[config.mk]
export PLATFORM = sky130hd
export DESIGN_NAME = mbldcm_ramp_controller
export DESIGN_NICKNAME = d
export VERILOG_FILES = /design/src/rtl/mbldcm_ramp_controller.sv
export SDC_FILE = /design/constraint.sdc
export NUM_CORES = 1
export LEC_CHECK = 0
export ABC_AREA = 1
export CORE_MARGIN = 1.5
export CORE_UTILIZATION = 35
export DETAILED_ROUTE_END_ITERATION = 8
export GPL_TIMING_DRIVEN = 0
export PLACE_DENSITY = 0.53
export SYNTH_ARGS = -nofsm -noshare
export SYNTH_HDL_FRONTEND = slang
export SYNTH_SLANG_ARGS = --single-unit
[constraint.sdc]
create_clock -name iClock -period 4.2 [get_ports iClock]
set_clock_uncertainty 0.05 [all_clocks]
set_input_delay 1.26 -clock iClock [delete_from_list [all_inputs] [get_ports iClock]]
set_output_delay 1.26 -clock iClock [all_outputs]
set_load 0.02 [all_outputs]
[src/rtl/mbldcm_ramp_controller.sv]
// Start/stop sequencer for one BLDC channel: phase preset and alignment
// dwell, divider ramp from start down to target, run at speed, and a
// controlled ramp back to the start divider before halting.
module mbldcm_ramp_controller #(
  parameter logic [3:0] pTotalPhaseStages = 4'd12
) (
  input  logic        iClock,
  input  logic        iReset_n,
  input  logic        iStart,
  input  logic        iStopReq,
  input  logic        iAbort,
  input  logic [31:0] iStartDiv,
  input  logic [31:0] iTargetDiv,
  input  logic [31:0] iStepDiv,
  input  logic [31:0] iStepInterval,
  input  logic [31:0] iAlignCycles,
  input  logic [3:0]  iAlignPhase,
  output logic [31:0] oDiv,
  output logic        oStop,
  output logic [3:0]  oPhaseUpdate,
  output logic        oLatchPhaseUpdate,
  output logic        oBusy,
  output logic        oAtSpeed
);

  localparam logic [3:0] MaxPhase = pTotalPhaseStages - 4'd1;

  typedef enum logic [2:0] {S_IDLE, S_ALIGN, S_RAMP, S_RUN, S_DECEL} state_t;

  state_t      state_q, state_d;
  logic [31:0] div_q, div_d;
  logic        stop_q, stop_d;
  logic [3:0]  phase_q, phase_d;
  logic        latch_q, latch_d;
  logic        busy_q, busy_d;
  logic        at_speed_q, at_speed_d;
  // Operating point captured at start; host changes afterwards are ignored.
  logic [31:0] start_div_q, start_div_d;
  logic [31:0] target_div_q, target_div_d;
  logic [31:0] step_q, step_d;
  logic [31:0] interval_q, interval_d;
  // Shared down-counter: alignment dwell in ALIGN, step interval in RAMP/DECEL.
  logic [31:0] cnt_q, cnt_d;

  logic [32:0] diff, sum;
  logic [31:0] reload;
  logic        expired;

  // Next-state, datapath and registered-output computation.
  always_comb begin
    state_d      = state_q;
    div_d        = div_q;
    phase_d      = phase_q;
    latch_d      = 1'b0;
    cnt_d        = cnt_q;
    start_div_d  = start_div_q;
    target_div_d = target_div_q;
    step_d       = step_q;
    interval_d   = interval_q;
    // 33-bit arithmetic exposes underflow/overflow in the carry bit.
    diff         = {1'b0, div_q} - {1'b0, step_q};
    sum          = {1'b0, div_q} + {1'b0, step_q};
    reload       = interval_q - 32'd1;
    expired      = (cnt_q == 32'd0);

    if (iAbort) begin
      state_d = S_IDLE;
    end else begin
      case (state_q)
        S_IDLE: begin
          if (iStart && !iStopReq) begin
            start_div_d  = iStartDiv;
            target_div_d = iTargetDiv;
            step_d       = (iStepDiv == 32'd0) ? 32'd1 : iStepDiv;
            interval_d   = (iStepInterval == 32'd0) ? 32'd1 : iStepInterval;
            phase_d      = (iAlignPhase > MaxPhase) ? MaxPhase : iAlignPhase;
            latch_d      = 1'b1;
            cnt_d        = iAlignCycles;
            state_d      = S_ALIGN;
          end
        end
        S_ALIGN: begin
          if (iStopReq) begin
            state_d = S_IDLE;
          end else if (cnt_q <= 32'd1) begin
            // A dwell of 0 still spends one cycle in ALIGN.
            state_d = S_RAMP;
            div_d   = start_div_q;
            cnt_d   = reload;
          end else begin
            cnt_d = cnt_q - 32'd1;
          end
        end
        S_RAMP: begin
          if (iStopReq) begin
            state_d = S_DECEL;
            cnt_d   = reload;
          end else if (start_div_q <= target_div_q) begin
            // Nothing to accelerate: jump to target at the first expiry.
            if (expired) begin
              div_d   = target_div_q;
              state_d = S_RUN;
            end else begin
              cnt_d = cnt_q - 32'd1;
            end
          end else if (div_q == target_div_q) begin
            state_d = S_RUN;
          end else if (expired) begin
            div_d = (diff[32] || (diff[31:0] < target_div_q)) ? target_div_q : diff[31:0];
            cnt_d = reload;
          end else begin
            cnt_d = cnt_q - 32'd1;
          end
        end
        S_RUN: begin
          if (iStopReq) begin
            state_d = S_DECEL;
            cnt_d   = reload;
          end
        end
        S_DECEL: begin
          if (div_q == start_div_q) begin
            state_d = S_IDLE;
          end else if (expired) begin
            div_d = (sum > {1'b0, start_div_q}) ? start_div_q : sum[31:0];
            cnt_d = reload;
          end else begin
            cnt_d = cnt_q - 32'd1;
          end
        end
        default: state_d = S_IDLE;
      endcase
    end

    busy_d     = (state_d != S_IDLE);
    at_speed_d = (state_d == S_RUN);
    stop_d     = !((state_d == S_RAMP) || (state_d == S_RUN) || (state_d == S_DECEL));
  end

  // State and output registers with synchronous active-low reset.
  always_ff @(posedge iClock) begin
    if (!iReset_n) begin
      state_q      <= S_IDLE;
      div_q        <= 32'hFFFF_FFFF;
      stop_q       <= 1'b1;
      phase_q      <= 4'd0;
      latch_q      <= 1'b0;
      busy_q       <= 1'b0;
      at_speed_q   <= 1'b0;
      start_div_q  <= 32'd0;
      target_div_q <= 32'd0;
      step_q       <= 32'd1;
      interval_q   <= 32'd1;
      cnt_q        <= 32'd0;
    end else begin
      state_q      <= state_d;
      div_q        <= div_d;
      stop_q       <= stop_d;
      phase_q      <= phase_d;
      latch_q      <= latch_d;
      busy_q       <= busy_d;
      at_speed_q   <= at_speed_d;
      start_div_q  <= start_div_d;
      target_div_q <= target_div_d;
      step_q       <= step_d;
      interval_q   <= interval_d;
      cnt_q        <= cnt_d;
    end
  end

  assign oDiv              = div_q;
  assign oStop             = stop_q;
  assign oPhaseUpdate      = phase_q;
  assign oLatchPhaseUpdate = latch_q;
  assign oBusy             = busy_q;
  assign oAtSpeed          = at_speed_q;

endmodule

# Word-level counts from Yosys, hierarchy flattened
# Cells that the tools add are included.
classes:
  add_sub_neg: 4
  magnitude_cmp: 5
  eq_ne: 21
  muxes: 38
  bitwise_logic: 3
  n_reduce_logical: 17
op_table:
  columns: ["op", "count"]
  rows:
  - ["32-bit two-way mux", 23]
  - ["32-bit case mux with 5 select lines", 1]
  - ["32-bit logical NOT", 3]
  - ["32-bit case mux with 3 select lines", 1]
  - ["32-bit equality test", 2]
  - ["32-bit by 1-bit subtractor with 32-bit output (second input constant)", 2]
  - ["32-bit by 32-bit adder with 33-bit output", 1]
  - ["33-bit by 32-bit greater-than comparator with 1-bit output", 1]
  - ["32-bit by 32-bit subtractor with 33-bit output", 1]
  - ["32-bit by 1-bit less-or-equal comparator with 1-bit output (second input constant)", 1]
  - ["32-bit less-or-equal comparator", 1]
  - ["32-bit < comparator", 1]
  - ["3-bit two-way mux", 10]
  - ["3-bit case mux with 5 select lines", 1]
  - ["2-bit != test (second input constant)", 7]
  - ["3-bit by 2-bit equality test with 1-bit output (second input constant)", 4]
  - ["10-bit AND reduction", 1]
  - ["3-bit != test (second input constant)", 3]
  - ["4-bit != test (second input constant)", 2]
  - ["8-bit AND reduction", 1]
  - ["3-bit equality test (second input constant)", 2]
  - ["3-bit nonzero test", 2]
  - ["5-bit nonzero test", 1]
  - ["4-bit greater-than comparator (second input constant)", 1]
  - ["10 further kinds", 15]
totals:
  ff_bits: 203
  input_bits: 169
  elab_cells: 100

# Longest topological paths before layout
# Gate-level depths: netlist (run 1).
logic_depth:
  ltp_word: 10
  ltp_mapped: 33
  depth_no_buf: 32

# Worst setup path after synthesis (run 1)
# Ideal clock, no wire load.
synth_timing:
  path_type: "reg2reg"
  startpoint: "register div_q[0], in the netlist oDiv[0]"
  endpoint: "register div_q[2], in the netlist oDiv[2]"
  setup_time_ns: 0.115
  t_arrival_ns: 3.622
  t_required_ns: 4.035
  path_slack_ns: 0.413
  path_stages_with_launch: 29
  period_less_slack_ns: 3.787
  path_cell_list: "dfxtp_1 inv_1 ha_1 fa_1 inv_1 nand3_1 nand3_1 nand2_1 nand2_1 nand2_1 nand2_1 nand2_1 nand2_1 nand2_1 nand2_1 inv_1 ha_1 nand2_1 nor2_1 nand2_1 nor4_1 nand2_1 nand2_1 clkbuf_1 nand4_1 nand3_1 nand3_1 nand2_1 nand2_1"
synth_via:
  elab_chain_cells: 9
synth_rtl:
  columns: ["element", "line_no", "rtl"]
  rows:
  - ["start, declared", "31", "logic [31:0] div_q, div_d;"]
  - ["start signal, assigned", "157", "div_q <= div_d;"]
  - ["32-bit by 32-bit subtractor with 33-bit output", "61", "diff = {1'b0, div_q} - {1'b0, step_q};"]
  - ["32-bit < comparator", "109", "div_d = (diff[32] || (diff[31:0] < target_div_q)) ? target_div_q : diff[31:0];"]
  - ["1-bit logical OR", "109", null]
  - ["32-bit two-way mux", "109", null]
  - ["32-bit two-way mux", "108", "end else if (expired) begin"]
  - ["32-bit two-way mux", "106", "end else if (div_q == target_div_q) begin"]
  - ["32-bit two-way mux", "98", "end else if (start_div_q <= target_div_q) begin"]
  - ["32-bit two-way mux", "95", "if (iStopReq) begin"]
  - ["32-bit case mux with 3 select lines", "69", "case (state_q)"]
# Several ways; a longest one is shown, not always the timed one. The select of a mux whose other input is x is not followed.
# A chain may end at the register's enable or synchronous reset.

# Final worst setup path (run 1)
layout_timing:
  startpoint: "input iStart"
  endpoint: "register step_q[18]"
layout_via:
  elab_chain_cells: 2
layout_rtl:
  columns: ["element", "line_no", "rtl"]
  rows:
  - ["start, declared", "9", "input logic iStart,"]
  - ["1-bit logical AND", "71", "if (iStart && !iStopReq) begin"]
  - ["3-bit AND reduction (no source line)", null, null]
  - ["end signal, assigned", "165", "step_q <= step_d;"]
  - ["end, declared", "40", "logic [31:0] step_q, step_d;"]
# Every way passes these cells.

==> results.sh, run 1 <==
export IMPL_outcome="finished, violations left"
export IMPL_violations="setup timing"
export IMPL_reg2regPathDepth=27
export IMPL_overflow=0
export IMPL_slew_headroom_pct=8.777
export IMPL_setup_viol=3
export IMPL_coreArea_mm2=0.05360
export IMPL_fin_ws_ns=-0.03084
export IMPL_ys_seq_area_share_pct=21.48
export IMPL_rsz0062_at_grt="true"
export IMPL_die_area_mm2=0.05545
export IMPL_htree_levels=1
export IMPL_synth_ff_type="dfxtp_1"
export IMPL_tns_ns=-0.07179
export IMPL_fill_cells=5684
export IMPL_wl_um=95240
export IMPL_final_common_cell="nand2_1"
export IMPL_multi_input_area_mm2=0.01424
export IMPL_via_per_inst=5.394
export IMPL_postRouteAntennaNets=0
export IMPL_clk_latency_ns=0.62
export IMPL_hold_viol_final=0
export IMPL_track_usage_pct=33.03
export IMPL_maxCapViolCount=0
export IMPL_hp_class="reg2reg"
export IMPL_finalNetCount=3712
export IMPL_die_y_um=235.5
export IMPL_hold_ws_ns=0.4298
export IMPL_cts_hold_buf=0
export IMPL_rrSetupSlack_ns=0.09
export IMPL_cts_sinks=203
export IMPL_synthToLayoutAreaGrowth_pct=34.23
export IMPL_maxSlewViolCount=0
export IMPL_path_buf_inv=4
export IMPL_finalCritPeriodShare_pct=100.7
export IMPL_vias=22090
export IMPL_synth_compound_area_share_pct=16.94
export IMPL_stdcell_area_mm2=0.02539
export IMPL_ios=209
export IMPL_critPathRequiredTime_ns=4.59
export IMPL_min_period_ns=4.231
export IMPL_synthCells=3077
export IMPL_ys_ff_latch=203
export IMPL_post_dp_hpwl_um=77130
export IMPL_io_buffers=206
export IMPL_start_kind="primary input"
export IMPL_antenna_found_initial=2
export IMPL_cp_common_cell="clkbuf_1"
export IMPL_synthAdderAreaFrac_pct=10.99
export IMPL_first_pass_iters=6
export IMPL_path_delay_family="buffers and inverters"
export IMPL_cp_slowest_stage_delay_ns=1.06
export IMPL_async_flop_share_pct=0
export IMPL_worstReg2RegEnd="oDiv[28]"
export IMPL_drive_gt1_share_pct=17.31
export IMPL_dpl_cell_area_mm2=0.02185
export IMPL_ys_types=57
export IMPL_synth_fp_nets=3411
export IMPL_power_density_mw_per_mm2=329.9
export IMPL_cts_buffers=28
export IMPL_r2r_start="oDiv[0]"
export IMPL_crit_type="in2reg"
export IMPL_grt_pass1_wl_um=136600
export IMPL_post_place_ws_ns=-1.325
export IMPL_netlist_area_mm2=0.01892
export IMPL_synth_xor_area_share_pct=6.204
export IMPL_cp_slowest_cell="clkbuf_1"
export IMPL_avgSynthCellArea_um2=6.148
export IMPL_stdcell_count=4095
export IMPL_hold_depth=2
export IMPL_vdd_drop_max_mv=0.3434
export IMPL_grt_pass1_vias=20610
export IMPL_crit_path_end_kind="flop"
export IMPL_post_drt_wl_per_cell_um=23.26
export IMPL_clock_fmax_ghz=0.2364
export IMPL_synth_simple_area_share_pct=32.08
export IMPL_tightest_slew_ns=1.368
export IMPL_grt_max_degree=16
export IMPL_leakage_uw=0.01093
export IMPL_drc=0
export IMPL_drtIter0Drc=2027
export IMPL_path_clk_slew_ns=0.05
export IMPL_critPathMaxFanout=11
export IMPL_synth_edf_count=0
export IMPL_hold_path_startpoint="oPhaseUpdate[2]"
export IMPL_synth_top_family_by_area="simple AND/OR/NAND/NOR gates"
export IMPL_clock_path_buffers=3
export IMPL_place_congestion=0.9868
export IMPL_row_count=85
export IMPL_placedCellCount=3979
export IMPL_layout_common_cells="nand2_1 (607), inv_1 (423), a21oi_1 (270), nor2_1 (226), nand3_1 (220)"
export IMPL_die_w_um=235.5
export IMPL_seq_area_mm2=0.004184
export IMPL_cts_tree="yes"
export IMPL_arrival_ns=4.62
export IMPL_yosys_warnings=0
export IMPL_start_util_pct=35.29
export IMPL_holdPathEnd="oPhaseUpdate[2]"
export IMPL_crit_path_cell_trace="clkdlybuf4s50_1 -> nand2_1 -> inv_1 -> nand3_1 -> nor2_2 -> clkbuf_1 -> clkbuf_1 -> a21oi_1"
export IMPL_cts_root_buffer="clkbuf_16"
export IMPL_synth_area_mux_share_pct=0
==> per-stage QoR <==
stage                     util (%)  power [uW]
after floorplan                  -        3963
after global placement       40.76        5048
after detailed placement     40.76        5067
after CTS                    44.23        7817
after global routing         47.36        8761
final                        47.37        8377
==> repair_timing <==
item	CTS	global route
endpoints found under the setup margin	32	32
gates cloned	3	4
setup buffers	20	41
gates resized for setup	214	332
pin swaps	31	86
==> report_power, final <==
| part | leakage (uW) | switching (uW) | internal, uW |
|---|---|---|---|
| clock network | 0.000441 | 1030 | 1350 |
| logic | 0.00883 | 2400 | 1470 |
| registers | 0.00166 | 120 | 2010 |
| total | 0.0109 | 3550 | 4830 |
==> worst min-delay path, stage by stage (launching register included) <==
cell and delay [ns]:
dfxtp_1 0.32, nand2_1 0.06, a21oi_1 0.05
==> routing by layer <==
metal | track usage (%) | vias to the layer above | wire, um
met4 | 12.34 | 0 | 3954
li1 | - | 10600 | -
met3 | 5.159 | 147 | 6646
met1 | 45.71 | 10510 | 43220
met5 | 0 | - | 0
met2 | 51.53 | 835 | 41430
==> cell usage after synthesis (3+ instances only) <==
cell type,instances,share of area [%]
o21ai_1,16,0.42
inv_2,26,0.52
inv_1,440,8.7
buf_1,5,0.099
o21bai_1,14,0.56
dfxtp_1,203,21
o2111ai_1,4,0.19
nand4_1,74,2.4
a21o_1,8,0.32
nand3b_1,3,0.12
xnor2_1,56,2.6
a21boi_0,3,0.12
buf_2,33,0.87
ha_1,163,11
nand2_2,8,0.26
nand2_1,692,14
xor2_1,78,3.6
o21ai_0,206,5.5
nor2_2,12,0.40
and2_1,4,0.13
nand3_1,255,6.7
buf_4,7,0.28
nor3_1,34,0.90
a21oi_2,11,0.51
buf_6,8,0.48
a21oi_1,314,8.3
o21a_1,3,0.12
a211oi_1,6,0.24
nand3_2,3,0.16
a31oi_1,3,0.099
nor4_1,10,0.33
nor2_1,262,5.2
o211ai_1,3,0.12
nor2_4,7,0.42
or2_2,11,0.36
clkbuf_1,60,1.2
clkinv_1,3,0.060
==> state kept, by name, indices dropped and copies added (netlist names), 3 cells and up <==
register and cells:
target_div_q 32, interval_q 32, step_q 32, oPhaseUpdate 4, cnt_q 32, start_div_q 32, oDiv 32, state_q 3
==> cell type report <==
| cell class | instances | share of cell area [%] |
|---|---|---|
| Multi-Input combinational cell | 2289 | 56.07 |
| Inverter | 470 | 7.012 |
| Sequential cell | 203 | 16.48 |
| Clock inverter | 12 | 0.4583 |
| Tap cell | 696 | 3.430 |
| Clock buffer | 37 | 3.050 |
| Antenna cell | 2 | 0.01971 |
| Buffer | 113 | 2.907 |
| Timing Repair Buffer | 273 | 10.57 |
==> cells by family (layout without fill, tap and decap cells) <==
group           count (synthesis)  count (layout)
compound gates                601             601
fa+ha+maj                     165             165
buf+inv                       585             905
flops                         203             203
xor+xnor                      134             134
other cells                     0               2
simple gates                 1389            1389
==> how the worst max path moves through the flow <==
| stage | start | to | slack, ns | cells after the start |
|---|---|---|---|---|
| 6_report | iStart | step_q[18] | -0.03 | 8 |
| 5_1_grt | step_q[6] | oDiv[26] | -0.07 | 28 |
| 4_1_cts | step_q[8] | oDiv[11] | 0.0002 | 24 |
| 3_5_place_dp | oDiv[0] | oDiv[26] | -1.33 | 28 |
| 3_3_place_gp | oDiv[0] | oDiv[26] | -1.32 | 28 |
| 2_1_floorplan | oDiv[0] | oDiv[2] | 0.41 | 28 |
Note: power is estimated with default switching activity, not from simulation.
==> run 2: changes to the inputs <==
- MAX_ROUTING_LAYER: default -> met4
==> results.sh, run 2 (same netlist as run 1, synthesis figures left out) <==
export IMPL_outcome="finished, violations left"
export IMPL_violations="capacitance limit, slew limit, setup timing"
export IMPL_drtIter0Drc=2040
export IMPL_cts_hold_buf=0
export IMPL_cts_sinks=203
export IMPL_first_pass_iters=5
export IMPL_cts_buffers=28
export IMPL_postRouteAntennaNets=0
export IMPL_setup_viol=3
export IMPL_path_clk_slew_ns=0.07
export IMPL_row_count=85
export IMPL_vdd_drop_max_mv=0.3132
export IMPL_finalNetCount=3713
export IMPL_maxSlewViolCount=2
export IMPL_synthToLayoutAreaGrowth_pct=34.97
export IMPL_cts_root_buffer="clkbuf_16"
export IMPL_htree_levels=1
export IMPL_min_period_ns=4.211
export IMPL_drive_gt1_share_pct=18.36
export IMPL_overflow=0
export IMPL_clk_latency_ns=0.60
export IMPL_die_area_mm2=0.05545
export IMPL_crit_path_end_kind="flop"
export IMPL_hp_class="reg2reg"
export IMPL_wl_um=96920
export IMPL_die_y_um=235.5
export IMPL_arrival_ns=4.63
export IMPL_critPathMaxFanout=6
export IMPL_fin_ws_ns=-0.01133
export IMPL_fill_cells=5681
export IMPL_layout_common_cells="nand2_1 (589), inv_1 (422), a21oi_1 (273), nor2_1 (223), clkdlybuf4s50_1 (206)"
export IMPL_die_w_um=235.5
export IMPL_hold_ws_ns=0.4333
export IMPL_antenna_found_initial=3
export IMPL_via_per_inst=5.437
export IMPL_post_dp_hpwl_um=78670
export IMPL_cts_tree="yes"
export IMPL_start_util_pct=35.29
export IMPL_drc=0
export IMPL_final_common_cell="nand2_1"
export IMPL_vias=22280
export IMPL_grt_max_degree=15
export IMPL_clock_path_buffers=3
export IMPL_rsz0062_at_grt="true"
export IMPL_place_congestion=0.9796
export IMPL_grt_pass1_wl_um=139500
export IMPL_coreArea_mm2=0.05360
export IMPL_post_drt_wl_per_cell_um=23.66
export IMPL_finalCritPeriodShare_pct=100.3
export IMPL_clock_fmax_ghz=0.2375
export IMPL_track_usage_pct=34.80
export IMPL_critPathRequiredTime_ns=4.62
export IMPL_rrSetupSlack_ns=-0.01
export IMPL_maxCapViolCount=1
export IMPL_ios=209
export IMPL_tightest_slew_ns=1.551
export IMPL_grt_pass1_vias=21030
export IMPL_power_density_mw_per_mm2=331.8
export IMPL_leakage_uw=0.01095
export IMPL_hold_viol_final=0
export IMPL_start_kind="flop"
export IMPL_slew_headroom_pct=-4.377
export IMPL_utilization_pct=47.63
export IMPL_io_buffers=206
export IMPL_crit_type="reg2reg"
==> run 2: cell types whose count changed in the layout (fill, tap and decap cells not counted), sizes merged <==
cell	previous run	this run
bufinv	1	2
inv	464	466
clkbuf	103	101
bufbuf	0	1
buf	114	119
clkinv	14	11
clkinvlp	3	1
==> run 2: report_power, final <==
part	internal (uW)	leakage (uW)	switching [uW]
Clock	1410	0.000442	1020
Sequential	2010	0.00166	119
Combinational	1470	0.00885	2440
==> run 2: worst max-delay path, stage by stage, from the launching register on <==
cell and delay [ns]:
dfxtp_4 0.39, ha_4 0.14, inv_2 0.04, fa_2 0.36
inv_2 0.06, nand2_2 0.05, nand2_2 0.09, o21ai_4 0.09
o21ai_4 0.22, nand2_2 0.10, nand2_4 0.13, nand2_4 0.07
nand2_4 0.09, xor2_4 0.21, inv_2 0.07, ha_4 0.27
nand4_1 0.18, inv_2 0.20, nand3_4 0.12, nor3b_4 0.25
nand3_4 0.18, nand2_8 0.21, buf_8 0.16, nand2_2 0.06
nand3_2 0.05, nand3_1 0.09, nand2_1 0.11, nand2_1 0.05
==> run 2: per-stage QoR <==
stage / total power [uW] / std cells / worst slack (ns) / instance area, um^2 / setup TNS, ns
2_1_floorplan: 3963 / 3077 / 0.4133 / 18920 / 0
3_3_place_gp: 5089 / 3979 / -1.374 / 21850 / -51.35
3_5_place_dp: 5103 / 3979 / -1.309 / 21850 / -48.83
4_1_cts: 7965 / 4050 / 0.002406 / 23900 / 0
5_1_grt: 8878 / 4097 / -0.1287 / 25530 / -2.574
6_report: 8472 / 4097 / -0.01133 / 25530 / -0.02611
==> run 2: worst paths after layout <==
kind | startpoint | end | depth (start not counted)
max | step_q[0] | oDiv[26] | 27
min | oPhaseUpdate[2] | oPhaseUpdate[2] | 2
max reg2reg | step_q[0] | oDiv[26] | 27
min reg2reg | oPhaseUpdate[2] | oPhaseUpdate[2] | 2
==> run 2: what timing repair did <==
item | in CTS | in global routing
endpoints found under the setup margin | 32 | 45
pin swaps | 28 | 105
gates resized for setup | 256 | 322
hold endpoints to repair | 0 | 0
buffers inserted | 20 | 44
gates cloned | 3 | 2
==> run 2: metal layers <==
metal / share of wire [%] / global-route usage (%) / vias to the layer above
met4: 3.7 / 10.50 / 0
met5: 0 / - / -
li1: - / - / 10610
met2: 44 / 53.02 / 874
met3: 7.3 / 4.386 / 143
met1: 45 / 47.85 / 10650
==> run 2: area by class of cell <==
cell class	instances	area (um^2)	share of cell area, %
diodes	2	5.005	0.01960
plain buffers	112	701.9	2.749
clock buffers	40	785.8	3.078
clock inverters	10	113.9	0.4459
inverters	470	1773	6.944
multi-input cells	2289	14400	56.41
flip-flops and latches	203	4188	16.40
well taps	696	870.8	3.411
repair buffers	275	2691	10.54
